**config.mk**
```make
export PLATFORM = sky130hd
export DESIGN_NAME = layer_generator
export DESIGN_NICKNAME = d
export VERILOG_FILES = /design/src/rtl/layer_generator.sv
export SDC_FILE = /design/constraint.sdc
export NUM_CORES = 1
export LEC_CHECK = 0
export ABC_AREA = 1
export BUFFER_PORTS_ARGS = -buffer_cell sky130_fd_sc_hd__buf_2
export CAP_MARGIN = 20
export CORE_ASPECT_RATIO = 1.1
export CORE_UTILIZATION = 35
export DETAILED_ROUTE_END_ITERATION = 12
export GPL_TIMING_DRIVEN = 0
export PLACE_DENSITY = 0.55
export SYNTH_ARGS = -nofsm -noshare
export SYNTH_HDL_FRONTEND = slang
export SYNTH_SLANG_ARGS = --single-unit
```
**constraint.sdc**
```tcl
create_clock -name clk -period 3.8 [get_ports clk]
set_input_delay 0.76 -clock clk [delete_from_list [all_inputs] [get_ports clk]]
set_output_delay 0.76 -clock clk [all_outputs]
set_load 0.01 [all_outputs]
```
**src/rtl/layer_generator.sv**
```systemverilog
// Layer generator: LFSR-driven 7-column layers, 5 spaced preload pushes, then one layer per jump.
// Latency: jump to new outputs 1 cycle; all outputs registered; no backpressure, jumps outside RUN are dropped.
module layer_generator #(
  parameter logic [15:0] SEED      = 16'hACE1,
  parameter int          LOAD_GAP  = 16,
  parameter int          START_COL = 3
) (
  input  logic       clk,
  input  logic       rst,
  input  logic       module_en,
  input  logic       jump_left,
  input  logic       jump_right,
  output logic [0:6] layer_map_out,
  output logic [0:6] block_type_out,
  output logic [0:6] bonus_map_out,
  output logic       load_layer,
  output logic       ready
);

  localparam logic [15:0] SEED_EFF = (SEED == 16'h0000) ? 16'h0001 : SEED;
  localparam logic [2:0]  SC_INIT  = 3'(START_COL);
  localparam logic [7:0]  GAP_LAST = 8'(LOAD_GAP - 1);
  localparam logic [7:0]  GAP_GEN  = 8'(LOAD_GAP - 2);

  typedef enum logic [1:0] {IDLE, PRELOAD, RUN} state_t;

  state_t      state_q, state_d;
  logic [15:0] lfsr_q, lfsr_d;
  logic [2:0]  sc_q, sc_d, sc_new;
  logic [7:0]  cnt_q, cnt_d;
  logic [2:0]  pulses_q, pulses_d;
  logic [0:6]  map_q, map_d, type_q, type_d, bonus_q, bonus_d;
  logic [0:6]  onehot, gen_map;
  logic        load_q, load_d, ready_q, ready_d;
  logic        gen, fb;

  always_comb begin
    fb = lfsr_q[15] ^ lfsr_q[13] ^ lfsr_q[12] ^ lfsr_q[10];

    if (lfsr_q[0]) sc_new = (sc_q == 3'd6) ? 3'd6 : sc_q + 3'd1;
    else           sc_new = (sc_q == 3'd0) ? 3'd0 : sc_q - 3'd1;
    onehot = '0;
    onehot[sc_new] = 1'b1;
    gen_map = lfsr_q[7:1] | onehot;

    state_d  = state_q;
    lfsr_d   = lfsr_q;
    sc_d     = sc_q;
    cnt_d    = cnt_q;
    pulses_d = pulses_q;
    map_d    = map_q;
    type_d   = type_q;
    bonus_d  = bonus_q;
    load_d   = 1'b0;
    gen      = 1'b0;

    if (module_en) begin
      lfsr_d = {lfsr_q[14:0], fb};
      case (state_q)
        IDLE: begin
          state_d  = PRELOAD;
          cnt_d    = '0;
          pulses_d = '0;
        end
        PRELOAD: begin
          cnt_d = (cnt_q == GAP_LAST) ? 8'd0 : cnt_q + 8'd1;
          // The layer lands one cycle ahead of its pulse so the consumer sees it settled.
          if (cnt_q == GAP_GEN) gen = 1'b1;
          if (cnt_q == GAP_LAST) begin
            load_d   = 1'b1;
            pulses_d = pulses_q + 3'd1;
          end
          if (load_q && pulses_q == 3'd5) begin
            state_d = RUN;
            gen     = 1'b1;
          end
        end
        RUN: begin
          if (jump_left || jump_right) gen = 1'b1;
        end
        default: state_d = IDLE;
      endcase

      if (gen) begin
        sc_d    = sc_new;
        map_d   = gen_map;
        type_d  = (lfsr_q[14:8] | onehot) & gen_map;
        bonus_d = lfsr_q[15] ? (onehot & gen_map) : 7'b0;
      end
    end else begin
      // Disabling parks everything except the LFSR, which keeps its position.
      state_d  = IDLE;
      sc_d     = SC_INIT;
      cnt_d    = '0;
      pulses_d = '0;
      map_d    = '0;
      type_d   = '0;
      bonus_d  = '0;
    end

    ready_d = (state_d == RUN);
  end

  always_ff @(posedge clk) begin
    if (rst) begin
      state_q  <= IDLE;
      lfsr_q   <= SEED_EFF;
      sc_q     <= SC_INIT;
      cnt_q    <= '0;
      pulses_q <= '0;
      map_q    <= '0;
      type_q   <= '0;
      bonus_q  <= '0;
      load_q   <= 1'b0;
      ready_q  <= 1'b0;
    end else begin
      state_q  <= state_d;
      lfsr_q   <= lfsr_d;
      sc_q     <= sc_d;
      cnt_q    <= cnt_d;
      pulses_q <= pulses_d;
      map_q    <= map_d;
      type_q   <= type_d;
      bonus_q  <= bonus_d;
      load_q   <= load_d;
      ready_q  <= ready_d;
    end
  end

  assign layer_map_out  = map_q;
  assign block_type_out = type_q;
  assign bonus_map_out  = bonus_q;
  assign load_layer     = load_q;
  assign ready          = ready_q;

endmodule

```
==> results.md <==
* Status: complete, no violations
* PortBufs at 25
* Fillers at 738
* Worst reg2reg path depth at 10
* Layout Skew at 0.005738 ns
* Setup violations, final at 0
* Async set or reset register ratio after synthesis at 0%
* FF-to-FF End: block_type_out[0]
* ANT cells at 0
* DRT iter0 DRCs at 57
* CTS Root Cell: clkbuf_8
* Vias in the first global route at 2115
* Worst Setup SP: sc_q[0]
* Worst Path Max Fanout at 5
* Distinct cells, synth at 31
* Cts repair resizes at 0
* Peak per-stage delay on the critical path at 0.35 ns
* Layout Nets at 397
* Syn Std Cell Area at 0.002574 mm^2
* Area grow syn2layout at 14.15%
* Core area at 0.007047 mm^2
* Mapped Avg Cell Area at 7.438 um^2
* GRT Total Usage at 16.40%
* CTS tree: built
* Largest net degree at the start of global routing at 17
* Comb pwr share at 7.4%
* Final Max Slew Viols at 0
* Min-Delay Path Class: flop to flop
* Part of the power in the clock network at 40.1%
* Global route total overflow at 0
* DP Wirelength at 4423 um
* Clock net sink count at 55
* Worst-path clk slew at 0.10 ns
* Height of the chip at 91.94 um
* Most frequent cells in the layout: 80 x nand2_1, 55 x dfxtp_1, 42 x a21oi_1
* Switching Power at 0.0002659 W
* Die width at 83.76 um
* Routed Antenna Nets at 0
* First-pass GRT wire length at 10010 um
* Reg-to-reg startpoint: sc_q[0]
* IO Pins at 28
* # DRC at 0
* Max Freq at 0.5298 GHz
* Register area share after synthesis at 42.78%
* RSZ-0062 raised after global routing: false
* Leak pwr at 1.295 nW
* Worst hold path cell count at 2
* Vias per cell at 4.797
* DR vias at 2226
* Sum Neg Setup Slack at 0 ns
* Share of cells above drive strength 1 at 13.46%
* Net Sw Frac at 23.20%
* Synth Instances at 346
* Seq pwr share at 52.5%
* Ys flop type: dfxtp_1
* Die Area at 0.007700 mm^2
* Hold Vio Cnt, Final at 0
* Critical path startpoint category: flop
* Reg2Reg Setup Slack at 1.91 ns
* Period utilization at 49.67%
* Worst setup EP type: flop
* Post-CTS Setup Bufs at 0
* Initial antenna violation count at 0
* Slowest CP cell: dfxtp_1
* Warnings from Yosys at 0
* Placed insts at 456
* Slew headroom at 60.93%
* H-tree levels at 2
* 1st-pass router iterations at 4
* HP Start: block_type_out[5]
* Max_cap viols at 0
* Pwr dens at 390.1 mW/mm^2
* Max VDD drop at 0.1580 mV
* WP data arrival at 2.14 ns
* Worst-Margin Slew at 0.5839 ns
* Top delay family on crit path: simple AND/OR/NAND/NOR gates
* Routed len/inst at 12.78 um
* Worst Hold End: block_type_out[5]
* Post-synth EDFFs at 0
* Synthesized Nets at 365
* WP buf/inv at 2
* RD Place Congestion at 0.7900
* Skew-Pair Late Insertion Delay at 0.31 ns
* WHS at 0.4660 ns
* Starting Density at 36.52%
* CTS Buf Count at 5
* WP data required at 4.05 ns
* Detailed Route WL at 5930 um
* Cells along the critical path: inv_1 -> ha_1 -> inv_1 -> ha_1 -> or2_2 -> nand2_1 -> nand3_1 -> o21ai_0 -> nand2_1 -> a21oi_1
* Bufs on Longest Clock Path at 2
* Internal Pwr Total at 0.0008801 W
* Commonest non-fill, non-tap cell in the layout: nand2_1
* Yosys reg bits at 55
* Cell Rows at 32
* Post-route minimum period at 1.887 ns
* Non-Filler Instances at 464
* # hold bufs at CTS at 0
* WS Path Type: flop to flop
metrics by stage:
step | cell area [um^2] | total power (W) | worst slack (ns) | utilization (%)
2_1_floorplan | 2574 | 0.0006751 | 2.168 | -
3_3_place_gp | 2805 | 0.0007004 | 1.840 | 39.81
3_5_place_dp | 2805 | 0.0007010 | 1.801 | 39.81
4_1_cts | 2938 | 0.001159 | 1.913 | 41.69
5_1_grt | 2938 | 0.001196 | 1.679 | 41.69
6_report | 2938 | 0.001146 | 1.913 | 41.69
logic make-up after synthesis:
| group | synth area share (%) |
|---|---|
| compound gates | 17.94 |
| simple gates | 21.68 |
| xor+xnor | 1.702 |
| fa+ha+maj | 6.806 |
| flops | 42.78 |
| buf+inv | 9.090 |
cell usage after synthesis (2+ instances only):
| master | count | area share [%] |
|---|---|---|
| a21oi_1 | 42 | 8.2 |
| xor2_1 | 3 | 1.0 |
| nand2_1 | 80 | 12 |
| buf_2 | 3 | 0.58 |
| clkbuf_1 | 4 | 0.58 |
| inv_1 | 37 | 5.4 |
| o21ai_0 | 32 | 6.2 |
| nand2_2 | 2 | 0.49 |
| xnor2_1 | 2 | 0.68 |
| dfxtp_1 | 55 | 43 |
| nor2_1 | 26 | 3.8 |
| nand3_1 | 16 | 3.1 |
| buf_6 | 3 | 1.3 |
| o21a_1 | 7 | 2.0 |
| nor2_2 | 2 | 0.49 |
| inv_2 | 4 | 0.58 |
| ha_1 | 14 | 6.8 |
layout make-up:
cell class	count	area, um^2	area share (%)
flip-flops and latches	55	1101	37.48
plain buffers	11	71.32	2.428
well taps	85	106.4	3.620
inverters	42	162.7	5.537
repair buffers	25	125.1	4.259
clock inverters	2	60.06	2.044
multi-input cells	238	1239	42.16
clock buffers	6	72.57	2.470
power groups by stage:
stage / Sequential [W] / Combinational, W / Clock, W
final: 0.000602 / 0.0000852 / 0.000459
after global routing: 0.000604 / 0.0000983 / 0.000493
after CTS: 0.000602 / 0.0000859 / 0.000471
after detailed placement: 0.000615 / 0.0000856 / 0
after global placement: 0.000615 / 0.0000853 / 0
after floorplan: 0.000611 / 0.0000638 / 0
how the worst max path moves through the flow:
stage	to	slack (ns)	depth (start not counted)
2_1_floorplan	bonus_map_out[0]	2.17	6
3_3_place_gp	bonus_map_out[4]	1.84	6
3_5_place_dp	bonus_map_out[1]	1.80	6
4_1_cts	block_type_out[0]	1.91	10
5_1_grt	block_type_out[0]	1.68	10
6_report	block_type_out[0]	1.91	10
registers in the layout, indices dropped and copies added, names as in the netlist:
signal,cells
block_type_out,7
bonus_map_out,7
cnt_q,8
layer_map_out,7
lfsr_q,16
load_layer,1
pulses_q,3
ready,1
sc_q,3
state_q,2
tightest hold or removal path: stages, from the launching register on:
cell and delay [ns]:
dfxtp_1 0.32, nand2_1 0.06, a21oi_1 0.05
routing by layer:
layer	vias to the layer above	GRT usage [%]	share of wire, %
met5	-	0	0
met4	0	4.661	0.64
met3	2	3.420	3.4
met2	38	28.86	49
met1	1004	20.12	47
li1	1182	-	-
No activity file was read; power rests on OpenSTA's default activity.
